[src/rtl/run_detector.sv]
// Run-length sequence detector: flags when the last RUN_LEN enabled samples of w
// are identical, with polarity/overlap control and a saturating detection counter.
module run_detector #(
  parameter int unsigned RUN_LEN = 4,
  parameter int unsigned CNT_W   = 8,
  localparam int unsigned LEN_W  = $clog2(RUN_LEN + 1)
) (
  input  logic             Clk,
  input  logic             R,
  input  logic             en,
  input  logic             w,
  input  logic [1:0]       mode,
  input  logic             overlap,
  input  logic             clr,
  output logic             z,
  output logic             last_bit,
  output logic [LEN_W-1:0] run_len,
  output logic [CNT_W-1:0] det_count
);

  localparam logic [LEN_W-1:0] FULL    = LEN_W'(RUN_LEN);
  localparam logic [CNT_W-1:0] CNT_MAX = '1;

  logic [LEN_W-1:0] run_nxt;
  logic             bit_nxt;
  logic             hit;

  // Polarity filter; mode 11 never matches so detection is disabled.
  function automatic logic pol_match(input logic [1:0] m, input logic b);
    logic r;
    r = 1'b0;
    case (m)
      2'b00:   r = 1'b1;
      2'b01:   r = b;
      2'b10:   r = ~b;
      default: r = 1'b0;
    endcase
    return r;
  endfunction

  // Next run state; a length of 0 marks "no sample since reset".
  always_comb begin
    run_nxt = run_len;
    bit_nxt = last_bit;
    if (en) begin
      if (run_len == '0 || w != last_bit) begin
        run_nxt = LEN_W'(1);
        bit_nxt = w;
      end else if (run_len < FULL) begin
        run_nxt = run_len + LEN_W'(1);
      end else if (!overlap) begin
        run_nxt = LEN_W'(1);
      end
    end
  end

  assign hit = en && (run_nxt == FULL) && pol_match(mode, bit_nxt);
  assign z   = (run_len == FULL) && pol_match(mode, last_bit);

  always_ff @(posedge Clk or posedge R) begin
    if (R) begin
      run_len   <= '0;
      last_bit  <= 1'b0;
      det_count <= '0;
    end else begin
      run_len  <= run_nxt;
      last_bit <= bit_nxt;
      if (clr)
        det_count <= '0;
      else if (hit && det_count != CNT_MAX)
        det_count <= det_count + CNT_W'(1);
    end
  end

endmodule

[config.mk]
export PLATFORM = sky130hd
export DESIGN_NAME = run_detector
export DESIGN_NICKNAME = d
export VERILOG_FILES = /design/src/rtl/run_detector.sv
export SDC_FILE = /design/constraint.sdc
export NUM_CORES = 1
export LEC_CHECK = 0
export ABC_CLOCK_PERIOD_IN_PS = 2310
export CAP_MARGIN = 5
export CORE_MARGIN = 8
export CORE_UTILIZATION = 41
export DETAILED_ROUTE_END_ITERATION = 10
export GPL_TIMING_DRIVEN = 0
export PLACE_DENSITY_LB_ADDON = 0.08
export SKIP_LAST_GASP = 1
export SLEW_MARGIN = 10
export SYNTH_ARGS = -nofsm -noshare
export SYNTH_HDL_FRONTEND = slang
export SYNTH_SLANG_ARGS = --single-unit
[constraint.sdc]
create_clock -name Clk -period 2.31 [get_ports Clk]
set_input_delay 0.462 -clock Clk [delete_from_list [all_inputs] [get_ports Clk]]
set_output_delay 0.462 -clock Clk [all_outputs]
set_load 0.005 [all_outputs]
; ---- Yosys cells after proc, flatten, opt, wreduce, memory -nomap -nowiden
; Index checks and enable logic that the tools add are counted.
[op_classes]
n_eq_ne = 6
add_sub_neg = 2
mux = 10
n_lt_le_gt_ge = 1
bitwise_logic = 2
n_reduce_logical = 8
[op_table]
columns = op, count
row1 = 8-bit two-way mux, 2
row2 = 3-bit two-way mux, 4
row3 = "8-bit by 1-bit adder with 8-bit output, second input constant", 1
row4 = "8-bit != test, second input constant", 1
row5 = "3-bit == test, second input constant", 2
row6 = 1-bit one-hot mux with 3 select lines, 2
row7 = 1-bit logical AND, 4
row8 = "3-bit by 1-bit adder with 3-bit output, second input constant", 1
row9 = 3-bit zero test, 1
row10 = "3-bit less-than comparator, second input constant", 1
row11 = "2-bit by 1-bit == test with 1-bit output, second input constant", 1
row12 = "2-bit == test, second input constant", 1
row13 = 2-bit zero test, 1
row14 = 1-bit two-way mux, 2
row15 = 1-bit inverter, 2
row16 = 2-bit nonzero test, 1
row17 = 1-bit logical OR, 1
row18 = 1-bit != test, 1
[word_totals]
input_bits = 8
word_cells = 32
reg_bits = 12

; ---- Depth between registers and ports, before layout
[depth]
depth_word = 10
depth_mapped = 7

; ---- Least setup slack after synthesis
; Ideal clock, no wire load.
[synth_path]
path_kind = reg2reg
start = register run_len[0]
end = register det_count[6]
n_path_buf = 1
setup_slack_ps = 4
stages_incl_launch_ff = 8
t_arrival_ps = 2181
period_less_slack_ps = 2306
setup_ps = 125
cell_sequence = dfrtp_1 > inv_1 > ha_1 > a2111o_1 > or4_4 > buf_4 > nor4_2 > mux2_2
[synth_via]
elab_chain_cells = 9
word_cells_on_any_way = 17
[synth_rtl]
columns = item, line
row1 = start: declaration, 17  ; output logic [LEN_W-1:0] run_len,
row2 = start signal: assignment, 66  ; run_len <= run_nxt;
row3 = "3-bit by 1-bit adder with 3-bit output, or another cell as far along", 50  ; run_nxt = run_len + LEN_W'(1);
row4 = 3-bit two-way mux or 1-bit logical OR (tied branches), "49, 46"
row5 = 3-bit two-way mux or 1-bit two-way mux (tied branches), 46  ; if (run_len == '0 || w != last_bit) begin
row6 = 3-bit two-way mux or 1-bit two-way mux (tied branches), 45  ; if (en) begin
row7 = 3-bit == test or 1-bit inverter (tied branches), "57, 35"
row8 = 1-bit logical AND or 1-bit one-hot mux with 3 select lines (tied branches), "57, 32"
row9 = 1-bit logical AND (*), 57  ; assign hit = en && (run_nxt == FULL) && pol_match(mode, bit_nxt);
row10 = 1-bit logical AND (*), 70  ; else if (hit && det_count != CNT_MAX)
row11 = 2-bit nonzero test (no line) (*), -
row12 = end signal: assignment, 71  ; det_count <= det_count + CNT_W'(1);
row13 = end: declaration, 18  ; output logic [CNT_W-1:0] det_count
; Every way passes the cells marked *; elsewhere a longest branch is shown, timed or not.
; A chain may end at the register's enable or synchronous reset.

; ---- Worst setup path in the final report
[layout_path]
start = register run_len[0]
end = register det_count[1]
; The elaborated chain is that of the path after synthesis.

==> metrics.cfg <==
[clock_tree]
root_buffer=clkbuf_4
cts_buffer_depth=2
clk_latency_ns=0.27
cts_buffers=3
numClockSinks=12
cts_tree=done
htreeDepth=1
cts_hold_buf=0
clkTransAtPathRegs_ns=0.08

[global_route]
first_global_vias=708
grt.overflow.total=0
grt_max_degree=13
grt_pass1_wl_um=3100
track_usage_pct=11.4
grt_antenna_before_repair=0

[routing]
route.vias.total=699
postRouteAntennaNets=0
dr.pass1.iters=4
avgRoutedWirePerCell_um=15.1
drt_iter0_markers=32
drcViolationCount=0
viasPerCell=5.78
wl_um=1830

[sta]
fin_crit_sh_pct=99.5
finalHoldViolCount=0
timing.slew.headroom_pct=67.9
fin_setup_tns_ns=0
period_minus_slack_ns=2.30
whs_ns=0.500
worst_pin_slew_ns=0.481
skew_ns=0.00334
setup_violations=0
rsz0062_at_grt=yes
slew_viol_final=0
max_freq_mhz=435

[layout]
n_antenna_cell=0
final_core_util_pct=62.2
drive_above_1_share_pct=21.2
nFillCells=131
multi_input_area_um2=429
regArea_um2=300
syn2layout_area_growth_pct=44.8
layout.nets=116

[logic_synthesis]
seq_area_frac_synth_pct=41.4
ys_ff_latch=12
synth.most_common_cell=dfrtp_1
synth_flop_cell=dfrtp_1
syn_area_um2=726
yosys.area.top_type=dfrtp_1
synth_top_area_share_pct=41.4
synth_nets=88
synth_cell_types=26
synthTopCellsByArea=dfrtp_1, mux2_2, ha_1
async_reset_ff_share_pct=100
synth.avg_cell_area_um2=9.42
ys_warn_count=0
syn_inst=77
yosys-top-cells-count=dfrtp_1, a21oi_1, inv_1
synth_enable_flop_cells=0

[die]
dieArea_um2=3370
fp-row-count=15
io_pins=21
initial_core_util_pct=43.0
core_area_um2=1690
die_y_um=58.1
die_w_um=58.1

[power]
total_leakage_power_nw=0.415
power_density_nw_per_um2=671
peakVddDrop_uv=433

[worst_setup_path]
critPathKind=register to register
cp.required_ns=2.51
crit_arrival_ns=2.49
worstPathMaxFanout=6
cp-start-kind=register
cp-end-kind=register

[placed_design]
io_buffers=19
place_congestion=0.809
hpwl_um=1260

[min_path]
min_path_type=input port to asynchronous set/reset pin

[outcome]
status=completed

[flow_run]
maxCapViolCount=0

-- what timing repair did --
item                                    in CTS  in global routing
endpoints found under the setup margin       8                  8
buffers inserted                             3                  0
gates resized for setup                     12                  4
cloned                                       1                  0
pin swaps                                    6                  4
-- through the flow --
stage / instances / worst slack, ns / power [mW] / instance area, um2
finish: 121 / 0.0117 / 0.706 / 1050
global route: 121 / -0.0530 / 0.761 / 1050
floorplan: 77 / 0.00399 / 0.389 / 726
CTS: 121 / -0.0841 / 0.691 / 1030
global placement: 113 / -0.569 / 0.481 / 937
detailed placement: 113 / -0.571 / 0.482 / 937
-- area by class of cell --
class	count	share of cell area [%]
buffer	3	1.79
inverter	7	2.50
clock buffer	4	3.45
sequential	12	28.6
timing repair buffer	23	20.8
tap	17	2.02
multi-input combinational	55	40.8
-- path summary, 6_finish.rpt --
| check | start | endpoint | slack (ns) | cells after the start |
|---|---|---|---|---|
| worst max-delay path | run_len[0] | det_count[1] | 0.01 | 8 |
| worst min-delay path | R | det_count[0] | 0.50 | 2 |
| worst max register to register | run_len[0] | det_count[1] | 0.01 | 8 |
| worst min register to register | det_count[1] | det_count[1] | 0.59 | 2 |
| max in group asynchronous | R | last_bit | 1.48 | 2 |
| min in group Clk | det_count[1] | det_count[1] | 0.59 | 2 |
-- layer usage --
metal,part of all wire [%],GRT usage (%),vias to the layer above
li1,-,-,337
met1,40,13.0,332
met2,51,18.5,26
met3,8.1,3.97,4
met4,1.3,5.94,0
met5,0,0,-
-- registers in the layout (all words and copies together), names as in the netlist --
signal	cells
det_count	8
run_len	3
last_bit	1
-- worst max-delay path, stage by stage, from the launching register on --
cell and delay [ns]:
dfrtp_1 0.40, inv_1 0.09, ha_4 0.16, a2111o_1 0.38, or4_4 0.47, buf_6 0.16, buf_6 0.11, or3_1 0.33
a21oi_1 0.12
-- report_power, final --
part / internal [mW] / switching, mW
Sequential: 0.232 / 0.0246
Clock: 0.0958 / 0.0714
Combinational: 0.137 / 0.145
Total: 0.465 / 0.241
-- placed cells by master, fill, tap and decap left out, types with 2 or more instances in the layout --
master            n
a21oi_1           7
buf_4             2
buf_6             2
clkbuf_4          3
clkdlybuf4s50_1  16
dfrtp_1          12
dlygate4sd2_1     2
inv_1             6
mux2_2            3
mux2i_1           2
nand2_1           5
nand3_1           2
nor2_1            2
nor2b_1           2
o21ai_0           5
o31ai_1           4
or3_1             3
or4_1             4
-- cell families after synthesis --
kind of cell	synth area share, %
compound gates	17.1
xor+xnor	1.21
mux	8.97
buf+inv	5.69
simple gates	20.5
flops	41.4
fa+ha+maj	5.17
No activity file was read; power rests on OpenSTA's default activity.
